--- config.mk ---
export PLATFORM = sky130hd
export DESIGN_NAME = ddr3_frame_writer_flat
export DESIGN_NICKNAME = d
export VERILOG_FILES = /design/src/rtl/ddr3_ui_pkg.sv /design/src/rtl/ddr3_frame_writer_if.sv /design/src/rtl/ddr3_wr_fifo.sv /design/src/rtl/ddr3_frame_writer.sv /design/src/flat_wrapper.sv
export SDC_FILE = /design/constraint.sdc
export NUM_CORES = 1
export LEC_CHECK = 0
export CAP_MARGIN = 20
export CELL_PAD_IN_SITES_DETAIL_PLACEMENT = 1
export CELL_PAD_IN_SITES_GLOBAL_PLACEMENT = 2
export CORE_MARGIN = 2
export CORE_UTILIZATION = 48
export DETAILED_ROUTE_END_ITERATION = 10
export HOLD_SLACK_MARGIN = 0.02
export PLACE_DENSITY = 0.83
export SETUP_SLACK_MARGIN = 0.3
export SLEW_MARGIN = 20
export SYNTH_ARGS = -nofsm -noshare
export SYNTH_HDL_FRONTEND = slang
export SYNTH_SLANG_ARGS = --single-unit
--- constraint.sdc ---
create_clock -name ui_clk -period 12.95 [get_ports ui_clk]
set_input_delay 2.59 -clock ui_clk [delete_from_list [all_inputs] [get_ports ui_clk]]
set_output_delay 2.59 -clock ui_clk [all_outputs]
set_load 0.01 [all_outputs]
--- src/rtl/ddr3_ui_pkg.sv ---
// Shared DDR3 UI definitions: command codes, bus widths and frame-writer FSM states.
package ddr3_ui_pkg;

    localparam logic [2:0] CMD_WRITE = 3'b000;
    localparam logic [2:0] CMD_READ  = 3'b001;

    localparam int ADDR_W = 28;
    localparam int DATA_W = 32;
    localparam int MASK_W = 4;

    localparam logic [1:0] ST_CALIB = 2'd0;
    localparam logic [1:0] ST_LOAD  = 2'd1;
    localparam logic [1:0] ST_RUN   = 2'd2;

endpackage

--- src/rtl/ddr3_frame_writer_if.sv ---
// Pixel stream input plus DDR3 UI write command/data bus of the frame writer.
// Optional build macro DDR3_WR_SOF_RESYNC_EN adds the s_sof start-of-frame marker.
interface ddr3_frame_writer_if #(
    parameter int ADDR_W = 28
) ();
    import ddr3_ui_pkg::*;

    logic [DATA_W-1:0] s_data;
    logic              s_valid;
    logic              s_ready;
`ifdef DDR3_WR_SOF_RESYNC_EN
    logic              s_sof;
`endif
    logic [ADDR_W-1:0] app_addr;
    logic [2:0]        app_cmd;
    logic              app_en;
    logic              app_rdy;
    logic [DATA_W-1:0] app_wdf_data;
    logic [MASK_W-1:0] app_wdf_mask;
    logic              app_wdf_wren;
    logic              app_wdf_end;
    logic              app_wdf_rdy;

    // Frame writer side: sinks the stream, drives the UI.
    modport master (
`ifdef DDR3_WR_SOF_RESYNC_EN
        input  s_sof,
`endif
        input  s_data, s_valid, app_rdy, app_wdf_rdy,
        output s_ready, app_addr, app_cmd, app_en, app_wdf_data,
        output app_wdf_mask, app_wdf_wren, app_wdf_end
    );

    // Environment side: stream source and DDR3 controller.
    modport slave (
`ifdef DDR3_WR_SOF_RESYNC_EN
        output s_sof,
`endif
        output s_data, s_valid, app_rdy, app_wdf_rdy,
        input  s_ready, app_addr, app_cmd, app_en, app_wdf_data,
        input  app_wdf_mask, app_wdf_wren, app_wdf_end
    );

endinterface

--- src/rtl/ddr3_wr_fifo.sv ---
// Synchronous show-ahead FIFO. Exposes head and head+1 entries so the writer can
// present the following word in the same cycle the head retires.
module ddr3_wr_fifo #(
    parameter int WIDTH = 32,
    parameter int DEPTH = 16,
    parameter int CW    = $clog2(DEPTH) + 1
) (
    input  logic             clk,
    input  logic             rst_i,
    input  logic             push,
    input  logic [WIDTH-1:0] wr_data,
    input  logic             pop,
    output logic [WIDTH-1:0] rd_data,
    output logic [WIDTH-1:0] rd_data_next,
    output logic             full,
    output logic             empty,
    output logic [CW-1:0]    count,
    output logic [CW-1:0]    count_next
);
    localparam int PW = $clog2(DEPTH);
    localparam logic [PW-1:0] PTR_ONE  = PW'(1);
    localparam logic [CW-1:0] CNT_ONE  = CW'(1);
    localparam logic [CW-1:0] CNT_FULL = CW'(DEPTH);

    logic [WIDTH-1:0] mem_r [DEPTH];
    logic [PW-1:0]    wr_ptr_r;
    logic [PW-1:0]    rd_ptr_r;
    logic [CW-1:0]    count_r;
    logic [CW-1:0]    count_nx_s;
    logic             push_ok_s;
    logic             pop_ok_s;

    assign full         = (count_r == CNT_FULL);
    assign empty        = (count_r == {CW{1'b0}});
    assign pop_ok_s     = pop && !empty;
    assign push_ok_s    = push && (!full || pop_ok_s);
    assign rd_data      = mem_r[rd_ptr_r];
    assign rd_data_next = mem_r[rd_ptr_r + PTR_ONE];
    assign count        = count_r;
    assign count_next   = count_nx_s;

    // Occupancy after this cycle's push/pop.
    always_comb begin
        count_nx_s = count_r;
        if (push_ok_s && !pop_ok_s) begin
            count_nx_s = count_r + CNT_ONE;
        end else if (!push_ok_s && pop_ok_s) begin
            count_nx_s = count_r - CNT_ONE;
        end else begin
            count_nx_s = count_r;
        end
    end

    // Storage array; contents are don't-care once the pointers are reset.
    always_ff @(posedge clk) begin
        if (push_ok_s) begin
            mem_r[wr_ptr_r] <= wr_data;
        end
    end

    // Pointers and occupancy.
    always_ff @(posedge clk) begin
        if (rst_i) begin
            wr_ptr_r <= {PW{1'b0}};
            rd_ptr_r <= {PW{1'b0}};
            count_r  <= {CW{1'b0}};
        end else begin
            if (push_ok_s) begin
                wr_ptr_r <= wr_ptr_r + PTR_ONE;
            end
            if (pop_ok_s) begin
                rd_ptr_r <= rd_ptr_r + PTR_ONE;
            end
            count_r <= count_nx_s;
        end
    end

endmodule

--- src/rtl/ddr3_frame_writer.sv ---
// Write-side front end for the DDR3 UI: buffers a 32-bit word stream and writes one
// word per UI command at linearly incrementing addresses, wrapping every frame.
// Optional build macro DDR3_WR_SOF_RESYNC_EN: s_sof restarts the frame at frame_base.
module ddr3_frame_writer
    import ddr3_ui_pkg::*;
#(
    parameter int FIFO_DEPTH = 16,
    parameter int ADDR_W     = 28,
    parameter int ADDR_STEP  = 8,
    parameter int CNT_W      = 24
) (
    input  logic                ui_clk,
    input  logic                sys_rst,
    input  logic                ui_clk_sync_rst,
    input  logic                init_calib_complete,
    input  logic [ADDR_W-1:0]   frame_base,
    input  logic [CNT_W-1:0]    frame_words,
    output logic                frame_done,
    ddr3_frame_writer_if.master bus
);
`ifdef DDR3_WR_SOF_RESYNC_EN
    localparam int FIFO_W = DATA_W + 1;
`else
    localparam int FIFO_W = DATA_W;
`endif
    localparam int FCW = $clog2(FIFO_DEPTH) + 1;
    localparam logic [FCW-1:0]    FIFO_ONE  = FCW'(1);
    localparam logic [FCW-1:0]    FIFO_FULL = FCW'(FIFO_DEPTH);
    localparam logic [ADDR_W-1:0] STEP_A    = ADDR_W'(ADDR_STEP);
    localparam logic [CNT_W-1:0]  CNT_ONE   = CNT_W'(1);

    logic              rst_s;
    logic [1:0]        state_r, state_nx_s;
    logic [ADDR_W-1:0] addr_r;
    logic [CNT_W-1:0]  cnt_r, words_r;
    logic              s_ready_r, frame_done_r;
    logic              app_en_r, app_wren_r, busy_r, cmd_ok_r, dat_ok_r;
    logic [DATA_W-1:0] app_wdf_data_r;

    logic              push_s;
    logic [FIFO_W-1:0] fifo_wr_s, fifo_rd_s, fifo_rd_next_s, load_word_s;
    logic              fifo_full_s, fifo_empty_s;
    logic [FCW-1:0]    fifo_count_s, fifo_count_nx_s;
    logic              cmd_acc_s, dat_acc_s, complete_s, wrap_s;
    logic              load_head_s, load_next_s, head_sof_s, next_sof_s, load_sof_s;

    assign rst_s  = !sys_rst || ui_clk_sync_rst;
    assign push_s = bus.s_valid && s_ready_r;

`ifdef DDR3_WR_SOF_RESYNC_EN
    assign fifo_wr_s  = {bus.s_sof, bus.s_data};
    assign head_sof_s = fifo_rd_s[DATA_W];
    assign next_sof_s = fifo_rd_next_s[DATA_W];
`else
    assign fifo_wr_s  = bus.s_data;
    assign head_sof_s = 1'b0;
    assign next_sof_s = 1'b0;
`endif

    ddr3_wr_fifo #(.WIDTH(FIFO_W), .DEPTH(FIFO_DEPTH), .CW(FCW)) u_fifo (
        .clk          (ui_clk),
        .rst_i        (rst_s),
        .push         (push_s),
        .wr_data      (fifo_wr_s),
        .pop          (complete_s),
        .rd_data      (fifo_rd_s),
        .rd_data_next (fifo_rd_next_s),
        .full         (fifo_full_s),
        .empty        (fifo_empty_s),
        .count        (fifo_count_s),
        .count_next   (fifo_count_nx_s)
    );

    // A word retires once both its command and its data beat have been taken.
    assign cmd_acc_s   = app_en_r && bus.app_rdy;
    assign dat_acc_s   = app_wren_r && bus.app_wdf_rdy;
    assign complete_s  = busy_r && (cmd_ok_r || cmd_acc_s) && (dat_ok_r || dat_acc_s);
    assign wrap_s      = (words_r != {CNT_W{1'b0}}) && (cnt_r == words_r - CNT_ONE);
    assign load_head_s = (state_r == ST_RUN) && !busy_r && !fifo_empty_s;
    assign load_next_s = complete_s && (fifo_count_s > FIFO_ONE);

    // Pick the word (and its sof marker) entering the output beat this cycle.
    always_comb begin
        load_word_s = fifo_rd_s;
        load_sof_s  = 1'b0;
        if (load_next_s) begin
            load_word_s = fifo_rd_next_s;
            load_sof_s  = next_sof_s;
        end else if (load_head_s) begin
            load_word_s = fifo_rd_s;
            load_sof_s  = head_sof_s;
        end else begin
            load_sof_s  = 1'b0;
        end
    end

    // Bring-up sequencing; once running only reset leaves RUN.
    always_comb begin
        case (state_r)
            ST_CALIB: state_nx_s = init_calib_complete ? ST_LOAD : ST_CALIB;
            ST_LOAD:  state_nx_s = ST_RUN;
            ST_RUN:   state_nx_s = ST_RUN;
            default:  state_nx_s = ST_CALIB;
        endcase
    end

    // State register.
    always_ff @(posedge ui_clk) begin
        if (rst_s) begin
            state_r <= ST_CALIB;
        end else begin
            state_r <= state_nx_s;
        end
    end

    // Frame position: address of the current word and its index within the frame.
    always_ff @(posedge ui_clk) begin
        if (rst_s) begin
            addr_r  <= {ADDR_W{1'b0}};
            cnt_r   <= {CNT_W{1'b0}};
            words_r <= {CNT_W{1'b0}};
        end else if ((state_r == ST_LOAD) || load_sof_s) begin
            addr_r  <= frame_base;
            cnt_r   <= {CNT_W{1'b0}};
            words_r <= frame_words;
        end else if (complete_s && wrap_s) begin
            addr_r  <= frame_base;
            cnt_r   <= {CNT_W{1'b0}};
            words_r <= frame_words;
        end else if (complete_s) begin
            addr_r  <= addr_r + STEP_A;
            cnt_r   <= (cnt_r == {CNT_W{1'b1}}) ? cnt_r : cnt_r + CNT_ONE;
        end
    end

    // Output beat: present a FIFO word and retire each UI side independently.
    always_ff @(posedge ui_clk) begin
        if (rst_s) begin
            app_en_r       <= 1'b0;
            app_wren_r     <= 1'b0;
            busy_r         <= 1'b0;
            cmd_ok_r       <= 1'b0;
            dat_ok_r       <= 1'b0;
            app_wdf_data_r <= {DATA_W{1'b0}};
        end else if (complete_s) begin
            cmd_ok_r   <= 1'b0;
            dat_ok_r   <= 1'b0;
            busy_r     <= load_next_s;
            app_en_r   <= load_next_s;
            app_wren_r <= load_next_s;
            if (load_next_s) begin
                app_wdf_data_r <= load_word_s[DATA_W-1:0];
            end
        end else if (busy_r) begin
            if (cmd_acc_s) begin
                app_en_r <= 1'b0;
                cmd_ok_r <= 1'b1;
            end
            if (dat_acc_s) begin
                app_wren_r <= 1'b0;
                dat_ok_r   <= 1'b1;
            end
        end else if (load_head_s) begin
            busy_r         <= 1'b1;
            app_en_r       <= 1'b1;
            app_wren_r     <= 1'b1;
            app_wdf_data_r <= load_word_s[DATA_W-1:0];
        end
    end

    // Stream ready looks at next-cycle occupancy so a registered ready never overfills.
    always_ff @(posedge ui_clk) begin
        if (rst_s) begin
            s_ready_r    <= 1'b0;
            frame_done_r <= 1'b0;
        end else begin
            s_ready_r    <= (state_nx_s == ST_RUN) && (fifo_count_nx_s != FIFO_FULL);
            frame_done_r <= complete_s && wrap_s;
        end
    end

    assign bus.s_ready      = s_ready_r;
    assign bus.app_addr     = addr_r;
    assign bus.app_cmd      = CMD_WRITE;
    assign bus.app_en       = app_en_r;
    assign bus.app_wdf_data = app_wdf_data_r;
    assign bus.app_wdf_mask = {MASK_W{1'b0}};
    assign bus.app_wdf_wren = app_wren_r;
    assign bus.app_wdf_end  = app_wren_r;
    assign frame_done       = frame_done_r;

endmodule

--- src/flat_wrapper.sv ---
// flat-port wrapper written by rule: the top's interface ports become plain ports
module ddr3_frame_writer_flat import ddr3_ui_pkg::*;
#(
    parameter int FIFO_DEPTH = 16,
    parameter int ADDR_W     = 28,
    parameter int ADDR_STEP  = 8,
    parameter int CNT_W      = 24
)
  (ui_clk, sys_rst, ui_clk_sync_rst, init_calib_complete, frame_base, frame_words, frame_done, bus_s_data, bus_s_valid, bus_app_rdy, bus_app_wdf_rdy, bus_s_ready, bus_app_addr, bus_app_cmd, bus_app_en, bus_app_wdf_data, bus_app_wdf_mask, bus_app_wdf_wren, bus_app_wdf_end);
  ddr3_frame_writer_if #(.ADDR_W(ADDR_W)) bus_i ();
  input  logic ui_clk;
  input  logic sys_rst;
  input  logic ui_clk_sync_rst;
  input  logic init_calib_complete;
  input  logic [ADDR_W-1:0] frame_base;
  input  logic [CNT_W-1:0] frame_words;
  output logic frame_done;
  input wire logic [$bits(bus_i.s_data)-1:0] bus_s_data;
  input wire logic [$bits(bus_i.s_valid)-1:0] bus_s_valid;
  input wire logic [$bits(bus_i.app_rdy)-1:0] bus_app_rdy;
  input wire logic [$bits(bus_i.app_wdf_rdy)-1:0] bus_app_wdf_rdy;
  output wire logic [$bits(bus_i.s_ready)-1:0] bus_s_ready;
  output wire logic [$bits(bus_i.app_addr)-1:0] bus_app_addr;
  output wire logic [$bits(bus_i.app_cmd)-1:0] bus_app_cmd;
  output wire logic [$bits(bus_i.app_en)-1:0] bus_app_en;
  output wire logic [$bits(bus_i.app_wdf_data)-1:0] bus_app_wdf_data;
  output wire logic [$bits(bus_i.app_wdf_mask)-1:0] bus_app_wdf_mask;
  output wire logic [$bits(bus_i.app_wdf_wren)-1:0] bus_app_wdf_wren;
  output wire logic [$bits(bus_i.app_wdf_end)-1:0] bus_app_wdf_end;
  assign bus_i.s_data = bus_s_data;
  assign bus_i.s_valid = bus_s_valid;
  assign bus_i.app_rdy = bus_app_rdy;
  assign bus_i.app_wdf_rdy = bus_app_wdf_rdy;
  assign bus_s_ready = bus_i.s_ready;
  assign bus_app_addr = bus_i.app_addr;
  assign bus_app_cmd = bus_i.app_cmd;
  assign bus_app_en = bus_i.app_en;
  assign bus_app_wdf_data = bus_i.app_wdf_data;
  assign bus_app_wdf_mask = bus_i.app_wdf_mask;
  assign bus_app_wdf_wren = bus_i.app_wdf_wren;
  assign bus_app_wdf_end = bus_i.app_wdf_end;
  ddr3_frame_writer #(.FIFO_DEPTH(FIFO_DEPTH), .ADDR_W(ADDR_W), .ADDR_STEP(ADDR_STEP), .CNT_W(CNT_W)) u_core (.ui_clk(ui_clk), .sys_rst(sys_rst), .ui_clk_sync_rst(ui_clk_sync_rst), .init_calib_complete(init_calib_complete), .frame_base(frame_base), .frame_words(frame_words), .frame_done(frame_done), .bus(bus_i));
endmodule
==> flow_metrics.env <==
export IMPL_fp_coreArea_um2=62700
export IMPL_vias_per_cell=6.47
export IMPL_row_count=92
export IMPL_syn_cell_area_um2=30300
export IMPL_ctsHoldBuffers=0
export IMPL_cp_max_fo=22
export IMPL_antenna_found_initial=7
export IMPL_final_net_count=2034
export IMPL_clockBufferDepth=3
export IMPL_max_clock_freq_mhz=166
export IMPL_drt_iter0_drc=1691
export IMPL_cap_violations=0
export IMPL_dp_hpwl_mm=50.7
export IMPL_crit_end="u_core.u_fifo.mem_r[11][14]"
export IMPL_synth_edff_count=512
export IMPL_gp_congestion=0.857
export IMPL_synth_cell_types=72
export IMPL_status="complete, no violations"
export IMPL_async_flop_share_pct=0
export IMPL_final_layout_size_suffix_gt1_share_pct=26.1
export IMPL_firstDrtPassIters=7
export IMPL_rr_endpoint="u_core.bus.app_wdf_data[5]"
export IMPL_wire_per_inst_um=29.5
export IMPL_start_util_pct=48.3
export IMPL_regArea_um2=18100
export IMPL_cts_tree="done"
export IMPL_grt_pass1_vias=19302
export IMPL_reg2reg_slack_ns=8.69
export IMPL_yosys_area_share_simple_pct=5.85
export IMPL_die_h_um=255
export IMPL_syn2layout_area_growth_pct=16.1
export IMPL_multi_input_area_um2=11800
export IMPL_grt_max_degree=67
export IMPL_synth_compound_area_share_pct=3.78
export IMPL_grt_overflow_total=0
export IMPL_final_cell_mix="512 x edfxtp_1, 320 x mux4_2, 155 x clkdlybuf4s50_1"
export IMPL_startpoint="bus_app_rdy"
export IMPL_required_ns=13.21
export IMPL_insertion_delay_ns=0.61
export IMPL_drc_errors=0
export IMPL_clock_skew_final_ns=0.0301
export IMPL_avgSynthCellArea_um2=17.0
export IMPL_synth_area_leader_cell="edfxtp_1"
export IMPL_worst_r2r_cell_count=7
export IMPL_critPathKind="in2reg"
export IMPL_endpoint_kind="flip-flop"
export IMPL_cts_root_buffer="clkbuf_16"
export IMPL_pin_count=163
export IMPL_timing_rr_start="u_core.u_fifo.rd_ptr_r[0]"
export IMPL_synthTopCellsByArea="edfxtp_1 51%, mux4_2 24%, dfxtp_1 8.9%"
export IMPL_cts_buffers_inserted=71
export IMPL_hold_start="u_core.bus.app_addr[27]"
export IMPL_htree_levels=3
export IMPL_die_x_um=255
export IMPL_clk_pin_slew_ns=0.06
export IMPL_rsz0062_at_grt="false"
export IMPL_synth_seq_cells=646
export IMPL_final_common_cell="edfxtp_1"
export IMPL_pre_cts_ws_ns=6.33
export IMPL_hp_class="reg2reg"
export IMPL_slew_headroom_pct=26.6
export IMPL_cts_setup_buffers=0
export IMPL_leakage_nw=11.1
export IMPL_routed_wl_mm=83.7
export IMPL_netlist_instances=1785
export IMPL_nFillCells=5711
export IMPL_synth_area_mux_share_pct=26.2
export IMPL_finalSetupViolCount=0
export IMPL_synth_xor_area_share_pct=1.82
export IMPL_period_share_pct=46.5
export IMPL_grt_first_pass_wirelength_mm=125
export IMPL_setup_tns_ns=0
export IMPL_die_area_um2=65100
export IMPL_cp_arrival_ns=6.29
export IMPL_fin_crit_ns=6.03
export IMPL_fin_ws_ns=6.92
export IMPL_yosys_warnings=0
export IMPL_grt_usage_pct=26.2
export IMPL_start_kind="primary input"
export IMPL_yosysSeqAreaShare_pct=59.6
export IMPL_synth_ff_type="edfxtp_1"
export IMPL_power_density_nw_per_um2=125
export IMPL_slew_viol_final=0
export IMPL_synth_top_cell_area_share_pct=50.7
export IMPL_hold_viol=0
export IMPL_antenna_left=0
export IMPL_synth_fa_ha_area_share_pct=0.620
export IMPL_via_count=18325
export IMPL_synth_top_family_by_area="multiplexers"
export IMPL_ir_drop_uv=104
export IMPL_cts_repair_resized=0
export IMPL_numPortBuffers=155
export IMPL_cts_sinks=646
export IMPL_tightest_slew_ns=1.10
[per-layer routing]
layer | wire length, um | vias to the layer above | GRT usage [%]
met5 | 64 | - | 0
met4 | 2330 | 10 | 8.87
met3 | 7260 | 157 | 5.19
met2 | 40900 | 933 | 42.9
met1 | 33100 | 9593 | 35.2
li1 | - | 7632 | -
[critical path, cell delays in order]
cell and delay, ns:
clkdlybuf4s50_1 0.51, a21oi_1 0.14, or3_1 0.37, buf_4 0.23
a41oi_1 0.83, nand2_1 0.45, nor2_4 0.65, buf_4 0.49
[area by class of cell]
type                    count  share of cell area [%]
diodes                      1                 0.00711
clock buffers              99                    5.67
clock inverters            31                   0.989
inverters                  17                   0.181
multi-input cells        1000                    33.5
flip-flops and latches    646                    51.4
well taps                 846                    3.01
repair buffers            192                    5.26
[metrics by stage]
step	utilization, %	area (um^2)	std cells	hold WS [ns]	total power (W)
final	56.1	35200	2832	0.492	0.00440
after global routing	56.1	35200	2832	0.522	0.00452
after CTS	56.1	35200	2831	0.490	0.00444
after detailed placement	52.3	32800	2701	0.474	0.00240
after global placement	52.3	32800	2700	0.472	0.00239
after floorplan	-	30300	1791	0.452	0.00233
[power breakdown]
group / total, W / switching [W] / leakage [nW] / internal (W)
logic: 0.000109 / 0.0000646 / 4.29 / 0.0000443
clock network: 0.00205 / 0.000848 / 1.14 / 0.00120
registers: 0.00224 / 0.00000471 / 5.68 / 0.00224
total: 0.00440 / 0.000917 / 11.1 / 0.00349
[synthesized netlist by cell type (all sizes together) (3+ instances only)]
cell type  number
a211oi         40
a21oi          25
a22oi           4
a31oi          16
a41oi           5
and2            5
and3           11
and4            5
buf            49
clkbuf         79
dfxtp         134
edfxtp        512
ha             15
inv            17
mux2i          71
mux4          320
nand2          56
nand2b          7
nand3          37
nand4          13
nand4b          4
nor2          143
nor2b           5
nor3           31
nor4           23
o2111ai         3
o211ai          7
o21a            4
o21ai          31
o22ai           4
o31a            4
o31ai           4
or2             3
or3             3
or3b            3
or4             4
xnor2          28
xor2           35
[state kept, by name, indices dropped and copies added, names as in the netlist, named ones only]
| name | count |
|---|---|
| u_core.u_fifo.mem_r | 512 |
| u_core.busy_r | 1 |
| u_core.u_fifo.rd_ptr_r | 4 |
| u_core.words_r | 24 |
| u_core.cnt_r | 24 |
| u_core.bus.app_addr | 28 |
| u_core.u_fifo.count | 5 |
| u_core.bus.app_wdf_end | 1 |
| u_core.bus.app_en | 1 |
| u_core.state_r | 2 |
| u_core.cmd_ok_r | 1 |
| u_core.dat_ok_r | 1 |
| u_core.u_fifo.wr_ptr_r | 4 |
| u_core.bus.app_wdf_data | 32 |
| u_core.bus.s_ready | 1 |
| u_core.frame_done | 1 |
[how the worst min path moves through the flow]
stage	to	slack, ns	cells past startpoint
after floorplan	u_core.cmd_ok_r	0.45	2
after global placement	u_core.bus.app_addr[27]	0.47	2
after detailed placement	u_core.cmd_ok_r	0.47	2
after CTS	u_core.cmd_ok_r	0.49	2
after global routing	u_core.bus.app_addr[26]	0.52	2
final	u_core.bus.app_addr[27]	0.49	2
[cell families (layout without fill, tap and decap cells)]
group	after synthesis	in the layout
AND/OR/NAND/NOR	359	359
other	1	8
XOR/XNOR	63	63
AO/OA/AOI/OAI	163	163
buffers and inverters	145	339
flip-flops	646	646
adder cells (fa/ha/maj)	15	15
multiplexers	393	393
Note: power is estimated with default switching activity, not from simulation.
